===== config.mk =====
export PLATFORM = sky130hd
export DESIGN_NAME = shift_seq
export DESIGN_NICKNAME = d
export VERILOG_FILES = /design/src/rtl/shift_seq.sv
export SDC_FILE = /design/constraint.sdc
export NUM_CORES = 1
export LEC_CHECK = 0
export ABC_AREA = 1
export CAP_MARGIN = 5
export CORE_MARGIN = 4
export CORE_UTILIZATION = 38
export CTS_CLUSTER_DIAMETER = 100
export CTS_CLUSTER_SIZE = 25
export DETAILED_ROUTE_END_ITERATION = 10
export GPL_ROUTABILITY_DRIVEN = 0
export GPL_TIMING_DRIVEN = 1
export PLACE_DENSITY = 0.88
export SYNTH_ARGS = -nofsm -noshare
export SYNTH_HDL_FRONTEND = slang
export SYNTH_SLANG_ARGS = --single-unit

===== constraint.sdc =====
create_clock -name clk -period 1.45 [get_ports clk]
set_input_delay 0.29 -clock clk [delete_from_list [all_inputs] [get_ports clk]]
set_output_delay 0.29 -clock clk [all_outputs]
set_load 0.1 [all_outputs]

===== src/rtl/shift_seq.sv =====
// Multi-cycle N-position shift sequencer driving an external single-bit shifter (SA/SLA/SLR -> SY/SC).
// Define SHIFT_SEQ_STICKY_EN to add the sticky output S (OR of every bit shifted out).
module shift_seq #(
  parameter int W  = 8,
  parameter int AW = 4
) (
  input  logic          clk,
  input  logic          reset,
  input  logic          start,
  input  logic [W-1:0]  A,
  input  logic [AW-1:0] AMT,
  input  logic          LA,
  input  logic          LR,
  output logic [W-1:0]  SA,
  output logic          SLA,
  output logic          SLR,
  input  logic [W-1:0]  SY,
  input  logic          SC,
  output logic          busy,
  output logic          done,
  output logic [W-1:0]  Y,
  output logic          C,
  output logic          Z
`ifdef SHIFT_SEQ_STICKY_EN
  ,
  output logic          S
`endif
);

  typedef enum logic {
    IDLE,
    SHIFT
  } state_t;

  state_t        state_q, state_d;
  logic [W-1:0]  work_q, work_d;
  logic [AW-1:0] cnt_q, cnt_d;
  logic          la_q, la_d;
  logic          lr_q, lr_d;
  logic          c_q, c_d;
  logic          done_q, done_d;
`ifdef SHIFT_SEQ_STICKY_EN
  logic          s_q, s_d;
`endif

  always_comb begin
    state_d = state_q;
    work_d  = work_q;
    cnt_d   = cnt_q;
    la_d    = la_q;
    lr_d    = lr_q;
    c_d     = c_q;
    done_d  = 1'b0;
`ifdef SHIFT_SEQ_STICKY_EN
    s_d     = s_q;
`endif
    unique case (state_q)
      IDLE: begin
        if (start) begin
          state_d = SHIFT;
          work_d  = A;
          cnt_d   = AMT;
          la_d    = LA;
          lr_d    = LR;
          c_d     = 1'b0;
`ifdef SHIFT_SEQ_STICKY_EN
          s_d     = 1'b0;
`endif
        end
      end
      SHIFT: begin
        // Gating the decrement on a nonzero count keeps cnt from ever wrapping.
        if (cnt_q != '0) begin
          work_d = SY;
          c_d    = SC;
          cnt_d  = cnt_q - {{(AW-1){1'b0}}, 1'b1};
`ifdef SHIFT_SEQ_STICKY_EN
          s_d    = s_q | SC;
`endif
        end else begin
          state_d = IDLE;
          done_d  = 1'b1;
        end
      end
      default: state_d = IDLE;
    endcase
  end

  always_ff @(posedge clk) begin
    if (reset) begin
      state_q <= IDLE;
      work_q  <= '0;
      cnt_q   <= '0;
      la_q    <= 1'b0;
      lr_q    <= 1'b0;
      c_q     <= 1'b0;
      done_q  <= 1'b0;
`ifdef SHIFT_SEQ_STICKY_EN
      s_q     <= 1'b0;
`endif
    end else begin
      state_q <= state_d;
      work_q  <= work_d;
      cnt_q   <= cnt_d;
      la_q    <= la_d;
      lr_q    <= lr_d;
      c_q     <= c_d;
      done_q  <= done_d;
`ifdef SHIFT_SEQ_STICKY_EN
      s_q     <= s_d;
`endif
    end
  end

  // The shifter sees the working register directly, so its inputs are stable for a whole cycle.
  assign SA   = work_q;
  assign SLA  = la_q;
  assign SLR  = lr_q;
  assign Y    = work_q;
  assign C    = c_q;
  assign Z    = (work_q == '0);
  assign busy = (state_q == SHIFT);
  assign done = done_q;
`ifdef SHIFT_SEQ_STICKY_EN
  assign S    = s_q;
`endif

endmodule


* Yosys cells after proc, flatten, opt, wreduce, memory -nomap -nowiden *
Index checks and enable logic that the tools add are counted.

word-level totals
  bits of input ports = 26
  bits in registers = 17

cells by class
  equality and inequality tests = 2
  multiplexer cells = 13
  bitwise logic cells = 1
  $add $sub $neg = 1
  reduce and logical (&&, ||, !) cells = 5

operators with widths
  cell                                                    count
  2-to-1 mux 8 bit                                        2
  case mux 8 bit (2 select lines)                         1
  zero test 8 bit                                         1
  2-to-1 mux 4 bit                                        2
  case mux 4 bit (2 select lines)                         1
  2-to-1 mux 1 bit                                        5
  case mux 1 bit (2 select lines)                         2
  AND reduction 2 bit                                     2
  nonzero test 4 bit                                      1
  subtractor 4 x 1 -> 4 bit (second input constant)       1
  inequality test 2 x 1 -> 1 bit (second input constant)  1
  inequality test 2 bit (second input constant)           1
  OR reduction 2 bit                                      1
  inverter 1 bit                                          1

* Longest topological paths before layout *
  word-level depth = 3
  depth in mapped cells = 9

* Least setup slack after synthesis *
No wires, ideal clock.

  path kind = register to output
  start point = reg work_q[0], in the netlist SA[0]
  end point = out Z
  path slack = -0.653 ns
  arrival time = 1.813 ns
  cell stages (with the launch flop) = 3
  required time = 1.160 ns
  path through = dfxtp_1 nor4_1 and3_1

between the ends
  longest elaborated chain between the ends = 1

RTL lines
  what                      line  text
  start: declaration        36    logic [W-1:0] work_q, work_d;
  start signal: assignment  103   work_q <= work_d;
  zero test 8 bit           121   assign Z = (work_q == '0);
  end: declaration          23    output logic Z

Every way passes these cells.

* Final worst setup path *
  start point = reg work_q[1], in the netlist SA[1]
  end point = out Z

Same word-level chain as after synthesis.

==> qor.csv <==
metric,value,unit
outcome,"complete, but fails checks",
failing checks,negative setup slack,
largest net degree at the start of global routing,15,
Synth Instances,129,
CTS Buf Count,3,
Initial Utilization,40.0,%
fin util,73.3,%
fraction of layout cells with a size suffix above 1,31.0,%
pwr dens,1340,nW/um2
Reg2Reg Setup Slack,0.06,ns
CTS Root Cell,clkbuf_4,
placed insts,197,
overflow left after global routing,0,
design area,1620,um2
Vias,998,
die area,3160,um2
Area after DPL,1580,um2
total of max-cap violations,0,
Min-Delay Path Class,reg -> reg,
P_leak,0.722,nW
Total Wirelength,2700,um
clk buf depth,2,
"Avg Cell Area, Syn",6.86,um2
final worst slack,-0.150,ns
Core Area,2210,um2
DR pass1 iterations,4,
R2R depth,8,
Cell Rows,17,
hold path depth,2,
worst reg2reg endpoint,cnt_q[3],
nets,202,
first-pass GRT wire length,4020,um
CP bufs+invs,1,
Synth cell types,24,
Layout Skew,0.0154,ns
CP cell instances,"nor4_2, and3_4, buf_12",
Critical Path Max Stage Delay,0.34,ns
Worst EP arrival,1.31,ns
antenna violations before repair,0,
CTS tree,yes,
Worst setup EP type,primary output,
drc violations,0,
"Seq/Total Area, Yosys",38.5,%
die width,56.3,um
Chip Height,56.3,um
Yosys top cell area share,38.5,%
Antenna Cells,0,
Synth Register Bits,17,
most frequent cells in the layout,"nand2_1 (30), nor2_1 (28), clkdlybuf4s50_1 (25)",
max-slew violations,0,
PortBufs,47,
# IOs,48,
Final Cycle Share,110,%
top post-synthesis cells by area,"dfxtp_1 (38%), nand2_1 (13%), nor2_1 (12%)",
CTS sink cnt,17,
routed len/inst,13.4,um
Synth warnings,0,
Post-DRT Antenna Nets,0,
Crit path depth,3,
"Cell Area, Synth",885,um2
"most common cell after layout, fill and taps aside",nand2_1,
fin cells,202,
"Clk Latency, worst-skew pair",0.31,ns
worst-case headroom to the max-slew limit,79.6,%
Slew @ Worst Pin,0.306,ns
number of global-route vias before repair,948,
Design Power,2.16,mW
DR vias/cell,4.94,
highest achievable clock rate,0.625,GHz
Final Hold Violating Endpoints,0,
Setup Viol. Count Final,1,
Setup WS pre-CTS,0.0685,ns
minimum hold slack,0.518,ns
htree depth,1,
syn_nets,156,
P&R area growth vs syn,83.3,%
WP data required,1.16,ns
"area leader, netlist",dfxtp_1,
worst setup path class,reg -> out,
Critical R2R Launch,cnt_q[0],
DP HPWL,2020,um
Max rail drop VDD,906,uV
Crit Path Max Fanout,2,
"CP delay by family, top",simple AND/OR/NAND/NOR gates,
launching element type of the critical path,register,
DR iter-0 viols,53,
Setup TNS,-0.150,ns
fin crit period,1.60,ns
Overall Global Routing Usage,16.2,%
RSZ-0062 raised after global routing,true,
Worst path slowest cell,dfxtp_2,
crit path launch,SA[1],
"Reg clk slew, reported paths",0.12,ns
CP endpoint,Z,
[tightest hold or removal path: stages (launching register included)]
cell	delay [ns]
dfxtp_1	0.36
nand2_1	0.07
a21oi_1	0.05
[how the worst min path moves through the flow]
stage                     endpoint  slack (ns)      from
after floorplan               busy        0.35     reset
after global placement    cnt_q[3]        0.49  cnt_q[3]
after detailed placement         C        0.50         C
after CTS                        C        0.52         C
after global routing      cnt_q[3]        0.54  cnt_q[3]
final                            C        0.52         C
[cells in the mapped netlist]
cell      count
mux2i_1       1
nand3_1       4
nor2_2        1
nor3_1        1
a21oi_1       3
clkbuf_1      1
buf_4         8
nor4_1        1
o21ai_1       4
inv_2         1
and3_1        1
buf_6         2
ha_1          1
dfxtp_1      17
inv_1         5
o21ai_0      11
nand2_1      30
inv_4         1
or2_2         1
nor2_1       28
buf_2         2
nand2_4       1
xor2_1        1
nand2_2       3
[flip-flops by register name (all words and copies together) (netlist names)]
signal and cells:
done 1, SA 8, cnt_q 4, busy 1, C 1, SLA 1, SLR 1
[power breakdown]
| group | leakage [nW] | switching, mW | internal (mW) | total, mW |
|---|---|---|---|---|
| sequential | 0.144 | 0.0822 | 0.534 | 0.616 |
| clock | 0.0139 | 0.176 | 0.105 | 0.282 |
| combinational | 0.564 | 0.801 | 0.466 | 1.27 |
| total | 0.722 | 1.06 | 1.11 | 2.16 |
[cell type report]
class | instances | area, um2
Timing Repair Buffer | 54 | 743
Fill cell | 159 | 591
Multi-Input combinational cell | 92 | 430
Sequential cell | 17 | 354
Tap cell | 28 | 35.0
Inverter | 7 | 28.8
Clock buffer | 3 | 22.5
Clock inverter | 1 | 7.51
[cell families after synthesis]
group | count (synthesis) | synth area share [%]
AO/OA/AOI/OAI | 18 | 10.2
AND/OR/NAND/NOR | 71 | 33.7
adder cells (fa/ha/maj) | 1 | 1.41
multiplexers | 1 | 1.13
XOR/XNOR | 1 | 0.990
flip-flops | 17 | 38.5
buffers and inverters | 20 | 14.1
[layer usage]
layer	vias up	global-route usage (%)	part of all wire (%)
met2	64	32.2	55
met3	6	5.75	11
met5	-	0	0
met4	0	6.78	1.1
li1	488	-	-
met1	440	14.3	34
[timing repair]
| item | CTS | global route |
|---|---|---|
| resized for setup | 1 | 2 |
| cloned | 0 | 0 |
| endpoints found under the setup margin | 1 | 12 |
| pin swaps | 1 | 2 |
| buffers inserted | 0 | 1 |
| hold buffers | 0 | 0 |
No activity file was read; power rests on OpenSTA's default activity.
